`src/rtl/pktd_arb_pkg.sv`:
```
// Shared types and constants for the packet-buffer memory arbiter.
package pktd_arb_pkg;

  typedef enum logic {StArb, StOwn} arb_state_e;

  localparam int unsigned DefDwidth   = 64;
  localparam int unsigned DefAwidth   = 8;
  localparam int unsigned DefNreq     = 2;
  localparam int unsigned DefMaxburst = 16;

  function automatic int unsigned burst_cnt_width(input int unsigned maxburst);
    return $clog2(maxburst + 1);
  endfunction

endpackage

```
`src/rtl/rr_pick.sv`:
```
// Round-robin picker: first requester after last_i (wrapping) that is not excluded.
module rr_pick #(
  parameter int unsigned NREQ = 2,
  parameter int unsigned IdxW = $clog2(NREQ)
) (
  input  logic [NREQ-1:0] req_i,
  input  logic [NREQ-1:0] excl_i,
  input  logic [IdxW-1:0] last_i,
  output logic [NREQ-1:0] pick_o,
  output logic            valid_o
);

  logic [NREQ-1:0] cand;
  logic [IdxW-1:0] idx;

  always_comb begin
    pick_o  = '0;
    valid_o = 1'b0;
    idx     = '0;
    cand    = req_i & ~excl_i;
    for (int k = 1; k <= NREQ; k++) begin
      idx = IdxW'((int'(last_i) + k) % NREQ);
      if (!valid_o && cand[idx]) begin
        pick_o[idx] = 1'b1;
        valid_o     = 1'b1;
      end
    end
  end

endmodule

```
`src/rtl/pktd_mem_arbiter.sv`:
```
// Shares one synchronous-read packet-buffer SRAM between NREQ FIFO requesters with
// round-robin arbitration, bounded lock bursts, a registered command and 2-cycle read return.
module pktd_mem_arbiter
  import pktd_arb_pkg::*;
#(
  parameter int unsigned DWIDTH   = DefDwidth,
  parameter int unsigned AWIDTH   = DefAwidth,
  parameter int unsigned NREQ     = DefNreq,
  parameter int unsigned MAXBURST = DefMaxburst
) (
  input  logic                     clk_i,
  input  logic                     rst_i,
  input  logic [NREQ-1:0]          req_i,
  input  logic [NREQ-1:0]          lock_i,
  input  logic [NREQ-1:0]          we_i,
  input  logic [NREQ*AWIDTH-1:0]   addr_i,
  input  logic [NREQ*DWIDTH-1:0]   wdata_i,
  output logic [NREQ-1:0]          gnt_o,
  output logic [NREQ-1:0]          rvalid_o,
  output logic [DWIDTH-1:0]        rdata_o,
  output logic                     mem_en_o,
  output logic                     mem_we_o,
  output logic [AWIDTH-1:0]        mem_addr_o,
  output logic [DWIDTH-1:0]        mem_wdata_o,
  input  logic [DWIDTH-1:0]        mem_rdata_i
);

  localparam int unsigned IdxW    = $clog2(NREQ);
  localparam int unsigned CntW    = burst_cnt_width(MAXBURST);
  localparam logic [CntW-1:0] CntMax  = CntW'(MAXBURST);
  localparam logic [IdxW-1:0] LastRst = IdxW'(NREQ - 1);

  arb_state_e      state_q, state_d;
  logic [IdxW-1:0] owner_q, owner_d;
  logic [CntW-1:0] cnt_q, cnt_d;
  logic [IdxW-1:0] last_q, last_d;

  logic [NREQ-1:0] owner_mask, excl, pick, gnt;
  logic            pick_valid, own_hold, others_pend, at_max, force_rot, owner_grant;
  logic            any_gnt, sel_we, sel_lock;
  logic [IdxW-1:0] win_idx;
  logic [AWIDTH-1:0] sel_addr;
  logic [DWIDTH-1:0] sel_wdata;

  logic              mem_en_q, mem_en_d, mem_we_q, mem_we_d;
  logic [AWIDTH-1:0] mem_addr_q, mem_addr_d;
  logic [DWIDTH-1:0] mem_wdata_q, mem_wdata_d;
  logic [NREQ-1:0]   rd_pend_q, rd_pend_d, rvalid_q;

  always_comb begin
    owner_mask          = '0;
    owner_mask[owner_q] = 1'b1;
    own_hold    = (state_q == StOwn) && req_i[owner_q] && lock_i[owner_q];
    others_pend = |(req_i & ~owner_mask);
    at_max      = (cnt_q == CntMax);
    // Burst exhausted with a waiter: the owner sits out this one cycle.
    force_rot   = own_hold && at_max && others_pend;
    owner_grant = own_hold && !force_rot;
    excl        = force_rot ? owner_mask : '0;
  end

  rr_pick #(
    .NREQ (NREQ),
    .IdxW (IdxW)
  ) u_rr_pick (
    .req_i   (req_i),
    .excl_i  (excl),
    .last_i  (last_q),
    .pick_o  (pick),
    .valid_o (pick_valid)
  );

  // State register
  always_ff @(posedge clk_i or posedge rst_i) begin
    if (rst_i) begin
      state_q <= StArb;
      owner_q <= '0;
      cnt_q   <= '0;
      last_q  <= LastRst;
    end else begin
      state_q <= state_d;
      owner_q <= owner_d;
      cnt_q   <= cnt_d;
      last_q  <= last_d;
    end
  end

  // Output logic: grant and the selected requester's command fields
  always_comb begin
    gnt = '0;
    if (!rst_i) begin
      gnt = owner_grant ? owner_mask : (pick_valid ? pick : '0);
    end
    any_gnt   = |gnt;
    win_idx   = '0;
    sel_we    = 1'b0;
    sel_lock  = 1'b0;
    sel_addr  = '0;
    sel_wdata = '0;
    for (int i = 0; i < NREQ; i++) begin
      if (gnt[i]) begin
        win_idx   = IdxW'(i);
        sel_we    = we_i[i];
        sel_lock  = lock_i[i];
        sel_addr  = addr_i[i*AWIDTH +: AWIDTH];
        sel_wdata = wdata_i[i*DWIDTH +: DWIDTH];
      end
    end
  end

  assign gnt_o = gnt;

  // Next-state logic
  always_comb begin
    state_d = state_q;
    owner_d = owner_q;
    cnt_d   = cnt_q;
    last_d  = any_gnt ? win_idx : last_q;
    if (owner_grant) begin
      state_d = StOwn;
      if (!at_max) cnt_d = cnt_q + CntW'(1);
    end else if (any_gnt && sel_lock) begin
      state_d = StOwn;
      owner_d = win_idx;
      cnt_d   = CntW'(1);
    end else begin
      state_d = StArb;
      cnt_d   = '0;
    end
  end

  always_comb begin
    mem_en_d    = any_gnt;
    mem_we_d    = any_gnt && sel_we;
    mem_addr_d  = any_gnt ? sel_addr : mem_addr_q;
    mem_wdata_d = any_gnt ? sel_wdata : mem_wdata_q;
    rd_pend_d   = gnt & ~we_i;
  end

  always_ff @(posedge clk_i or posedge rst_i) begin
    if (rst_i) begin
      mem_en_q    <= 1'b0;
      mem_we_q    <= 1'b0;
      mem_addr_q  <= '0;
      mem_wdata_q <= '0;
      rd_pend_q   <= '0;
      rvalid_q    <= '0;
    end else begin
      mem_en_q    <= mem_en_d;
      mem_we_q    <= mem_we_d;
      mem_addr_q  <= mem_addr_d;
      mem_wdata_q <= mem_wdata_d;
      rd_pend_q   <= rd_pend_d;
      rvalid_q    <= rd_pend_q;
    end
  end

  assign mem_en_o    = mem_en_q;
  assign mem_we_o    = mem_we_q;
  assign mem_addr_o  = mem_addr_q;
  assign mem_wdata_o = mem_wdata_q;
  assign rvalid_o    = rvalid_q;
  // SRAM read data lands in the same cycle the return strobe is raised.
  assign rdata_o     = (|rvalid_q) ? mem_rdata_i : '0;

endmodule

```
`config.mk`:
```
export PLATFORM = sky130hd
export DESIGN_NAME = pktd_mem_arbiter
export DESIGN_NICKNAME = d
export VERILOG_FILES = /design/src/rtl/pktd_arb_pkg.sv /design/src/rtl/rr_pick.sv /design/src/rtl/pktd_mem_arbiter.sv
export SDC_FILE = /design/constraint.sdc
export NUM_CORES = 1
export LEC_CHECK = 0
export ABC_AREA = 1
export ABC_CLOCK_PERIOD_IN_PS = 5400
export CAP_MARGIN = 5
export CORE_AREA = 2 2 137 139
export CTS_BUF_LIST = sky130_fd_sc_hd__clkbuf_8 sky130_fd_sc_hd__clkbuf_16
export CTS_CLUSTER_SIZE = 40
export DETAILED_ROUTE_END_ITERATION = 6
export DIE_AREA = 0 0 139 141
export HOLD_SLACK_MARGIN = 0.06
export PLACE_DENSITY = 0.67
export SETUP_SLACK_MARGIN = 0.5
export SLEW_MARGIN = 10
export SYNTH_ARGS = -nofsm -noshare
export SYNTH_HDL_FRONTEND = slang
export SYNTH_SLANG_ARGS = --single-unit
```
`constraint.sdc`:
```
create_clock -name clk_i -period 5.4 [get_ports clk_i]
set_input_delay 0.81 -clock clk_i [delete_from_list [all_inputs] [get_ports clk_i]]
set_output_delay 0.81 -clock clk_i [all_outputs]
set_load 0.01 [all_outputs]
```
* After elaboration in Yosys (flattened, before gate mapping)
Cells that the tools add are included.
** Operators by class
- Order comparisons :: 6
- Muxes and demuxes :: 37
- Reductions and logical operators :: 17
- Bitwise logic cells :: 8
- Add/subtract/negate cells :: 3
- Eq/ne operators :: 2
** Operator list (count)
- $mux 64 :: 3
- $mux 1 :: 21
- $mux 8 :: 2
- $mux 2 :: 6
- $logic_and 1x1->1 :: 11
- $mux 5 :: 2
- $and 2x2->2 :: 3
- $lt 1x2->1 const B :: 3
- $not 2->2 :: 3
- $reduce_or 2->1 :: 3
- $add 5x1->5 const B :: 1
- $eq 5x5->1 const B :: 1
- $demux 1 s1 :: 3
- $ge 1x1->1 const B :: 3
- $add 1x1->1 const B :: 2
- $logic_not 1->1 :: 2
- $ne 2x2->1 const B :: 1
- $or 2x2->2 :: 1
- $reduce_and 2->1 :: 1
- $not 1->1 :: 1
** Word-level totals
- Word-level logic and storage cells :: 83
- Output and inout bits :: 142
- Input bits :: 216
- Flip-flop bits (word level) :: 86

* Longest topological paths before layout
- Depth in word-level cells :: 25
- Depth in mapped cells :: 17
- Mapped depth without buffers :: 16

* Modules after synthesis
From an unflattened synthesis, not the netlist that was laid out.
** Unflattened totals
- Cell total of the unflattened synthesis :: 620
- Area, all modules :: 4564.4 um^2
** By module, submodules not included
- pktd_mem_arbiter :: area each 4503.1 um^2, cells each 605, seq. area each 2153.3 um^2, times used 1
- rr_pick :: area each 61.3 um^2, cells each 15, seq. area each 0.0 um^2, times used 1

* Least setup slack after synthesis
Ideal clock, no wire load.
- Path kind :: input -> register
- Start point :: input port rst_i
- End point :: register owner_q
- Buffers on the path :: 1
- Setup slack :: 1.310 ns
- Arrival :: 4.008 ns
- Required time :: 5.318 ns
- Cell stages on the path :: 4
- Setup time :: 0.082 ns
- Path through :: clkinv_1 clkbuf_1 nand4_1 a21oi_1
** On the way
- Longest elaborated chain between the ends :: 5
- Elaborated cells between the ends (all ways) :: 7
- Those cells by class :: mux: 4; reduce/logical: 3
** Ends and longest elaborated chain
- start, declared :: line pktd_mem_arbiter.sv:12 : input logic rst_i,
- $mux 2 * :: line pktd_mem_arbiter.sv:91 : if (!rst_i) begin
- $mux 1 (2 in a row) :: line pktd_mem_arbiter.sv:101 : if (gnt[i]) begin
- $logic_and 1x1->1 :: line pktd_mem_arbiter.sv:122 : end else if (any_gnt && sel_lock) begin
- $reduce_and 2->1 (no source line)
- end signal, assigned :: line pktd_mem_arbiter.sv:82 : owner_q <= owner_d;
- end, declared :: line pktd_mem_arbiter.sv:34 : logic [IdxW-1:0] owner_q, owner_d;
Mark *: on every way between the ends. The rest lies on a longest branch, timed or not.
A chain may end at the register's enable or synchronous reset.

* Final worst setup path
- Start point :: input port req_i[0]
- End point :: output port gnt_o[0]
** On the way
- Longest elaborated chain between the ends :: 18
- Elaborated cells between the ends (all ways) :: 27
- Those cells by class :: mux: 14; bitwise: 4; reduce/logical: 9
** Ends and longest elaborated chain
- start, declared :: line pktd_mem_arbiter.sv:13 : input logic [NREQ-1:0] req_i,
- $mux 1 (not written as such) (2 in a row) :: line pktd_mem_arbiter.sv:53 : own_hold = (state_q == StOwn) && req_i[owner_q] && lock_i[owner_q];
- $logic_and 1x1->1 (2 in a row) :: line pktd_mem_arbiter.sv:53
- $logic_and 1x1->1 (2 in a row) :: line pktd_mem_arbiter.sv:57 : force_rot = own_hold && at_max && others_pend;
- $mux 2 :: line pktd_mem_arbiter.sv:59 : excl = force_rot ? owner_mask : '0;
- $not 2->2 :: line rr_pick.sv:20 : cand = req_i & ~excl_i;
- $and 2x2->2 :: line rr_pick.sv:20
- $mux 1 (not written as such) (2 in a row) :: line rr_pick.sv:23 : if (!valid_o && cand[idx]) begin
- $mux 1 :: line rr_pick.sv:23
- $logic_not 1->1 :: line rr_pick.sv:23
- $logic_and 1x1->1 :: line rr_pick.sv:23
- $mux 2 / $mux 1 (equally long branches) :: line rr_pick.sv:23
- $mux 2 :: line pktd_mem_arbiter.sv:92 : gnt = owner_grant ? owner_mask : (pick_valid ? pick : '0);
- $mux 2 * :: line pktd_mem_arbiter.sv:92
- $mux 2 * :: line pktd_mem_arbiter.sv:91
- end, declared :: line pktd_mem_arbiter.sv:18 : output logic [NREQ-1:0] gnt_o,
Mark *: on every way between the ends. The rest lies on a longest branch, timed or not. The select of a mux whose other input is x is not followed.

==> reports/results.tsv <==
stage	metric	value	unit
run_status	status	complete, no violations	
synthesis	Synth Net Count	977	
route	WL per Instance	13.8	um
synthesis	Synth cell types	28	
power_and_ir_drop	total power	0.00371	W
floorplan	Die X-Extent	139	um
cts	Clk Latency, worst-skew pair	0.34	ns
power_and_ir_drop	switching share of power	36.6	%
cells_and_area	fillcell total	1853	
timing	Slew headroom	47.1	%
setup_path	Worst R2R Start	cnt_q[0]$_DFFE_PP0P_	
floorplan	row count	50	
timing	Slew @ Worst Pin	0.794	ns
power_and_ir_drop	Internal Power	0.00235	W
grt	vias in the first global route	5312	
synthesis	Mean Syn Cell Area	6.72	um2
timing	Final Max Tran Viols	0	
floorplan	die area	19600	um2
synthesis	top post-synthesis cells by area	dfrtp_1, inv_1, nand2_1	
route	ANT nets after route	0	
cts	H-tree depth	3	
setup_path	CP Data Arrival Time	3.59	ns
power_and_ir_drop	Comb pwr share	50.6	%
timing	RSZ-0062 raised after global routing	false	
cells_and_area	area delta synth->final	79.2	%
cts	setup bufs post-CTS	0	
floorplan	Initial Utilization	27.9	%
synthesis	top cell type's share of synthesized area	41.7	%
cts	Max clock buf depth	2	
route	Initial DRT Pass Iterations	5	
route	DRC Markers	0	
hold_path	hold crit path type	flop to flop	
cells_and_area	most frequent cells in the layout	clkdlybuf4s50_1, inv_1, nand2_1	
power_and_ir_drop	Flop pwr share	30.1	%
floorplan	Die Ht	141	um
setup_path	RR Endpoint	mem_wdata_o[29]$_DFFE_PP0P_	
setup_path	CP startpoint kind	input port	
cts	Num CTS Buffers	9	
timing	maximum clock rate	227	MHz
synthesis	Synth area leader	dfrtp_1	
synthesis	Mapped Cells	759	
flow_run	MaxCap Viol Count	0	
setup_path	Crit path max-delay family	buffers and inverters	
grt	first-pass GRT wire length	28400	um
route	vias per cell	4.23	
power_and_ir_drop	Clock Power Share	19.3	%
setup_path	Crit path depth	11	
setup_path	Worst path max stage delay	0.59	ns
synthesis	yosys warns	0	
placement	placed cells	1320	
setup_path	Worst Setup End Kind	output pin	
setup_path	Crit path buffers/inverters	4	
setup_path	crit-path cells	clkdlybuf4s50_1 > a21oi_1 > nor2_1 > nand3_1 > nand3_2 > nand2_1 > clkinv_1 > nand2_4 > nand2_4 > inv_1 > clkdlybuf4s50_1	
cts	clk slew on worst S/H paths	0.06	ns
setup_path	WS Path Type	input port to output pin	
cts	TritonCTS clock tree	yes	
setup_path	Critical path destination	gnt_o[0]	
timing	Final min period	4.40	ns
power_and_ir_drop	pwr dens	405	nW/um2
cts	root buf cell	clkbuf_16	
synthesis	post-synthesis sequential area ratio	42.2	%
cells_and_area	Layout Cells excl Fill	1336	
grt	largest net degree at the start of global routing	73	
grt	grt ovf	0	
setup_path	Crit-path slowest cell	clkdlybuf4s50_1	
timing	final setup fails	0	
placement	Port Buf Inserts	357	
placement	GPL Wtd Cong	0.830	
timing	Fin. Hold Viols	0	
synthesis	#FFs+latches synth	86	
power_and_ir_drop	P_sw	0.00136	W
cells_and_area	share of cells above drive strength 1	4.36	%
setup_path	Crit. Startpoint	req_i[0]	
timing	Max Clock Skew	0.00573	ns
floorplan	num ports	358	
cells_and_area	Post-layout nets	1315	
timing	Final Hold Slack	0.347	ns
power_and_ir_drop	Static Leakage	4.58	nW
setup_path	worst-path fanout max	42	
floorplan	Core ar.	18300	um2
route	total number of vias	5656	
setup_path	path depth of the worst reg2reg path	16	
setup_path	critical path data required time	4.59	ns
power_and_ir_drop	Max VDD drop	0.183	mV
placement	post-DP HPWL	14100	um
timing	final period utilization	81.4	%
cells_and_area	commonest non-fill, non-tap cell in the layout	clkdlybuf4s50_1	
synthesis	Post-Syn Area	5100	um2
setup_path	flop-to-flop setup slack	2.43	ns
cts	hold buffers post-CTS	0	
grt	Tot GR Track Use	18.3	%
route	WL final	18400	um
route	1st-iter DRT viols	171	
cts	post_cts resized	0	
cells_and_area	antenna cells	0	
cts	CTS Sinks	86	
timing	setup total negative slack	0	ns
grt	initial antenna violation count	1	
Yosys cell counts:
cell type,number
inv_1,219
nand2_1,155
dfrtp_1,85
nand3_1,81
nor2_1,72
o21ai_0,57
o21ai_1,16
buf_2,13
clkbuf_1,11
nand2_2,11
buf_6,10
a21oi_1,4
inv_2,3
nand2_4,3
clkinv_1,2
ha_1,2
nand3_2,2
nand4_1,2
xor2_1,2
buf_1,1
buf_4,1
dfstp_2,1
inv_6,1
nor2_2,1
nor2_4,1
nor3_1,1
nor3_4,1
xnor2_1,1
per-stage QoR:
step           util (%)  setup slack, ns  cell area (um2)
2_1_floorplan         -            0.992             5100
3_3_place_gp       48.1             1.05             8790
3_5_place_dp       48.1             1.01             8790
4_1_cts            50.0             1.00             9140
5_1_grt            50.0            0.799             9140
6_report           50.0             1.00             9140
layer usage:
layer  global-route usage, %  vias to the layer above  part of all wire, %
met4                    4.25                        0                  1.1
li1                        -                     2882                    -
met5                       0                        -                    0
met2                    33.3                      212                   51
met1                    20.2                     2545                   38
met3                    7.24                       17                  9.4
power groups by stage:
| stage | Combinational (W) | Sequential, W | Clock (W) |
|---|---|---|---|
| finish | 0.00187 | 0.00111 | 0.000717 |
| global route | 0.00206 | 0.00115 | 0.000771 |
| CTS | 0.00192 | 0.00112 | 0.000743 |
| detailed placement | 0.00191 | 0.00112 | 0 |
| global placement | 0.00189 | 0.00112 | 0 |
| floorplan | 0.000757 | 0.00124 | 0 |
how the worst min path moves through the flow:
stage / startpoint / end / slack (ns) / cells after the start
after floorplan: rd_pend_q[0]$_DFF_PP0_ / rvalid_o[0]$_DFF_PP0_ / 0.33 / 0
after global placement: rd_pend_q[0]$_DFF_PP0_ / rvalid_o[0]$_DFF_PP0_ / 0.33 / 0
after detailed placement: rd_pend_q[0]$_DFF_PP0_ / rvalid_o[0]$_DFF_PP0_ / 0.33 / 0
after CTS: rd_pend_q[0]$_DFF_PP0_ / rvalid_o[0]$_DFF_PP0_ / 0.35 / 0
after global routing: rd_pend_q[0]$_DFF_PP0_ / rvalid_o[0]$_DFF_PP0_ / 0.37 / 0
final: rd_pend_q[0]$_DFF_PP0_ / rvalid_o[0]$_DFF_PP0_ / 0.35 / 0
logic make-up after synthesis:
logic type | after synthesis | synth area share, %
and+or+nand+nor | 330 | 28.1
buffers and inverters | 261 | 21.2
DFF | 86 | 42.2
xor gates and xnor gates | 3 | 0.515
adders and majority gates | 2 | 0.490
AOI/OAI and AO/OA | 77 | 7.55
final cells by class:
cell class / instances / area, um2 / area share [%]
clock buffer: 10 / 239 / 2.61
sequential: 86 / 2150 / 23.6
timing repair buffer: 363 / 3620 / 39.6
clock inverter: 6 / 108 / 1.18
inverter: 225 / 852 / 9.32
multi-input combinational: 412 / 1880 / 20.5
tap: 234 / 293 / 3.20
registers in the layout, summed over array words and instances (netlist names):
name / count
cnt_q: 5
rvalid_o: 2
owner_q: 1
rd_pend_q: 2
mem_we_o: 1
last_q: 1
mem_wdata_o: 64
mem_en_o: 1
state_q: 1
mem_addr_o: 8
(Power assumes the default switching activity.)
==> variant (same flow settings) <==
Make the reset (`rst_i`) synchronous in 2 clocked blocks.
--- a/src/rtl/pktd_mem_arbiter.sv
+++ b/src/rtl/pktd_mem_arbiter.sv
@@ -71,7 +71,7 @@
   );
 
   // State register
-  always_ff @(posedge clk_i or posedge rst_i) begin
+  always_ff @(posedge clk_i) begin
     if (rst_i) begin
       state_q <= StArb;
       owner_q <= '0;
@@ -137,7 +137,7 @@
     rd_pend_d   = gnt & ~we_i;
   end
 
-  always_ff @(posedge clk_i or posedge rst_i) begin
+  always_ff @(posedge clk_i) begin
     if (rst_i) begin
       mem_en_q    <= 1'b0;
       mem_we_q    <= 1'b0;
Formal check against the unedited RTL: differs if rst_i is asserted again (counterexample within 4 cycles, from zero or initial values and one cycle with rst_i high); with rst_i held inactive, the same outputs for 4 cycles.
==> variant against the original RTL <==
Sequential cell count did not move; worst setup slack improved by 0.47 ns; final cell count is 0.30% lower; synthesized area shrank 8.4%; design area is 5.9% lower; routed wire length increased by 13%; via count rose by 2.7%.
Power is not compared: it rests on default switching activity, and its combinational part moved more than twofold at a synthesized area within 25%.
==> variant: results (changes against the original RTL) <==
metric,value,unit,change
status,"finished, final reports clean",,
synth_commonest_cells,"232 x nand2_1, 145 x inv_1, 142 x nand3_1",,
worstReg2RegStart,cnt_q[0],,
min_path_cells,2,,+2
cts_made_buffers,9,,unchanged
drtIter0Drc,218,,+27%
layout_cell_share_with_drive_strength_beyond_1,3.01,%,-1.4 points
crit_path_max_fanout,29,,-31%
r2r_end,mem_wdata_o[3],,
placement.setup.worst_slack,1.48,ns,+0.469 ns
fill_cells,1886,,+1.8%
worst-endpoint-arrival,3.11,ns,-0.48 ns
grt_max_degree,78,,+6.8%
hold_path_startpoint,rd_pend_q[0],,
number_of_distinct_library_cells_after_synthesis,24,,-14%
grt_first_pass_wirelength,30.9,mm,+8.9%
antenna_violations_before_repair,0,,-1
post_drt_via_cell_ratio,4.36,,+3.0%
seq_area_frac_synth,36.8,%,-5.4 points
mappedNetlistNets,983,,+0.61%
reg2reg_slack,2.28,ns,-0.15 ns
gp_congestion,0.829,,about the same
min_delay_worst_endpoint,rvalid_o[0],,
final_net_count,1311,,-0.30%
vias_in_the_first_global_route,5431,,+2.2%
post_synth_main_area_contributors,"dfxtp_1 37%, nand2_1 19%, nand3_1 15%",,
grt_usage,20.6,%,+2.3 points
ir_drop,135,µV,
r2r.worst_path.cells,15,,-1
tightest_slew,0.944,ns,+0.150 ns
postCtsSetupBuffers,0,,unchanged
[variant: worst max path at each step]
stage | depth (start not counted) | slack, ns | start | endpoint
2_1_floorplan | 10 | 2.68 | req_i[1] | gnt_o[1]
3_3_place_gp | 10 | 1.52 | req_i[1] | gnt_o[0]
3_5_place_dp | 10 | 1.48 | req_i[1] | gnt_o[0]
4_1_cts | 10 | 1.48 | req_i[1] | gnt_o[0]
5_1_grt | 10 | 1.35 | req_i[1] | gnt_o[0]
6_report | 10 | 1.48 | req_i[1] | gnt_o[0]
[variant: where the power goes]
| part | switching (µW) | total, µW | internal (µW) |
|---|---|---|---|
| logic | 258 | 576 | 318 |
| registers | 30.7 | 720 | 690 |
| clock network | 304 | 632 | 328 |
| total | 592 | 1930 | 1340 |
[variant: logic make-up after synthesis]
family / after synthesis / share of synthesized area (%)
compound gates: 17 / 1.98
xor+xnor: 4 / 0.750
fa+ha+maj: 2 / 0.535
buf+inv: 194 / 18.4
flops: 86 / 36.8
simple gates: 462 / 41.5
[variant: metal layers]
| layer | up-vias | GRT usage [%] | wire (µm) |
|---|---|---|---|
| li1 | 2937 | - | - |
| met1 | 2575 | 21.1 | 7530 |
| met2 | 267 | 36.3 | 10300 |
| met3 | 30 | 9.04 | 2260 |
| met4 | 0 | 9.78 | 772 |
| met5 | - | 0 | 0 |
[variant: final cells by class]
cell class,count,area (µm²),area share [%]
Clock buffer,9,225,2.62
Clock inverter,7,76.3,0.888
Inverter,148,556,6.46
Multi-Input combinational cell,485,2110,24.5
Sequential cell,86,1720,20.0
Tap cell,234,293,3.41
Timing Repair Buffer,363,3620,42.1
[variant: worst max-delay path, stage by stage]
cell	delay, ns
clkdlybuf4s50_1	0.55
nand3_1	0.12
a21oi_2	0.25
nand3_1	0.13
nand2_1	0.08
nand2_1	0.06
nand3_2	0.09
nand3_4	0.31
inv_2	0.15
clkdlybuf4s50_1	0.57
[variant: stage by stage]
stage	cells	cell area, µm²
2_1_floorplan	765	4670
3_3_place_gp	1316	8300
3_5_place_dp	1316	8300
4_1_cts	1332	8600
5_1_grt	1332	8600
6_report	1332	8600
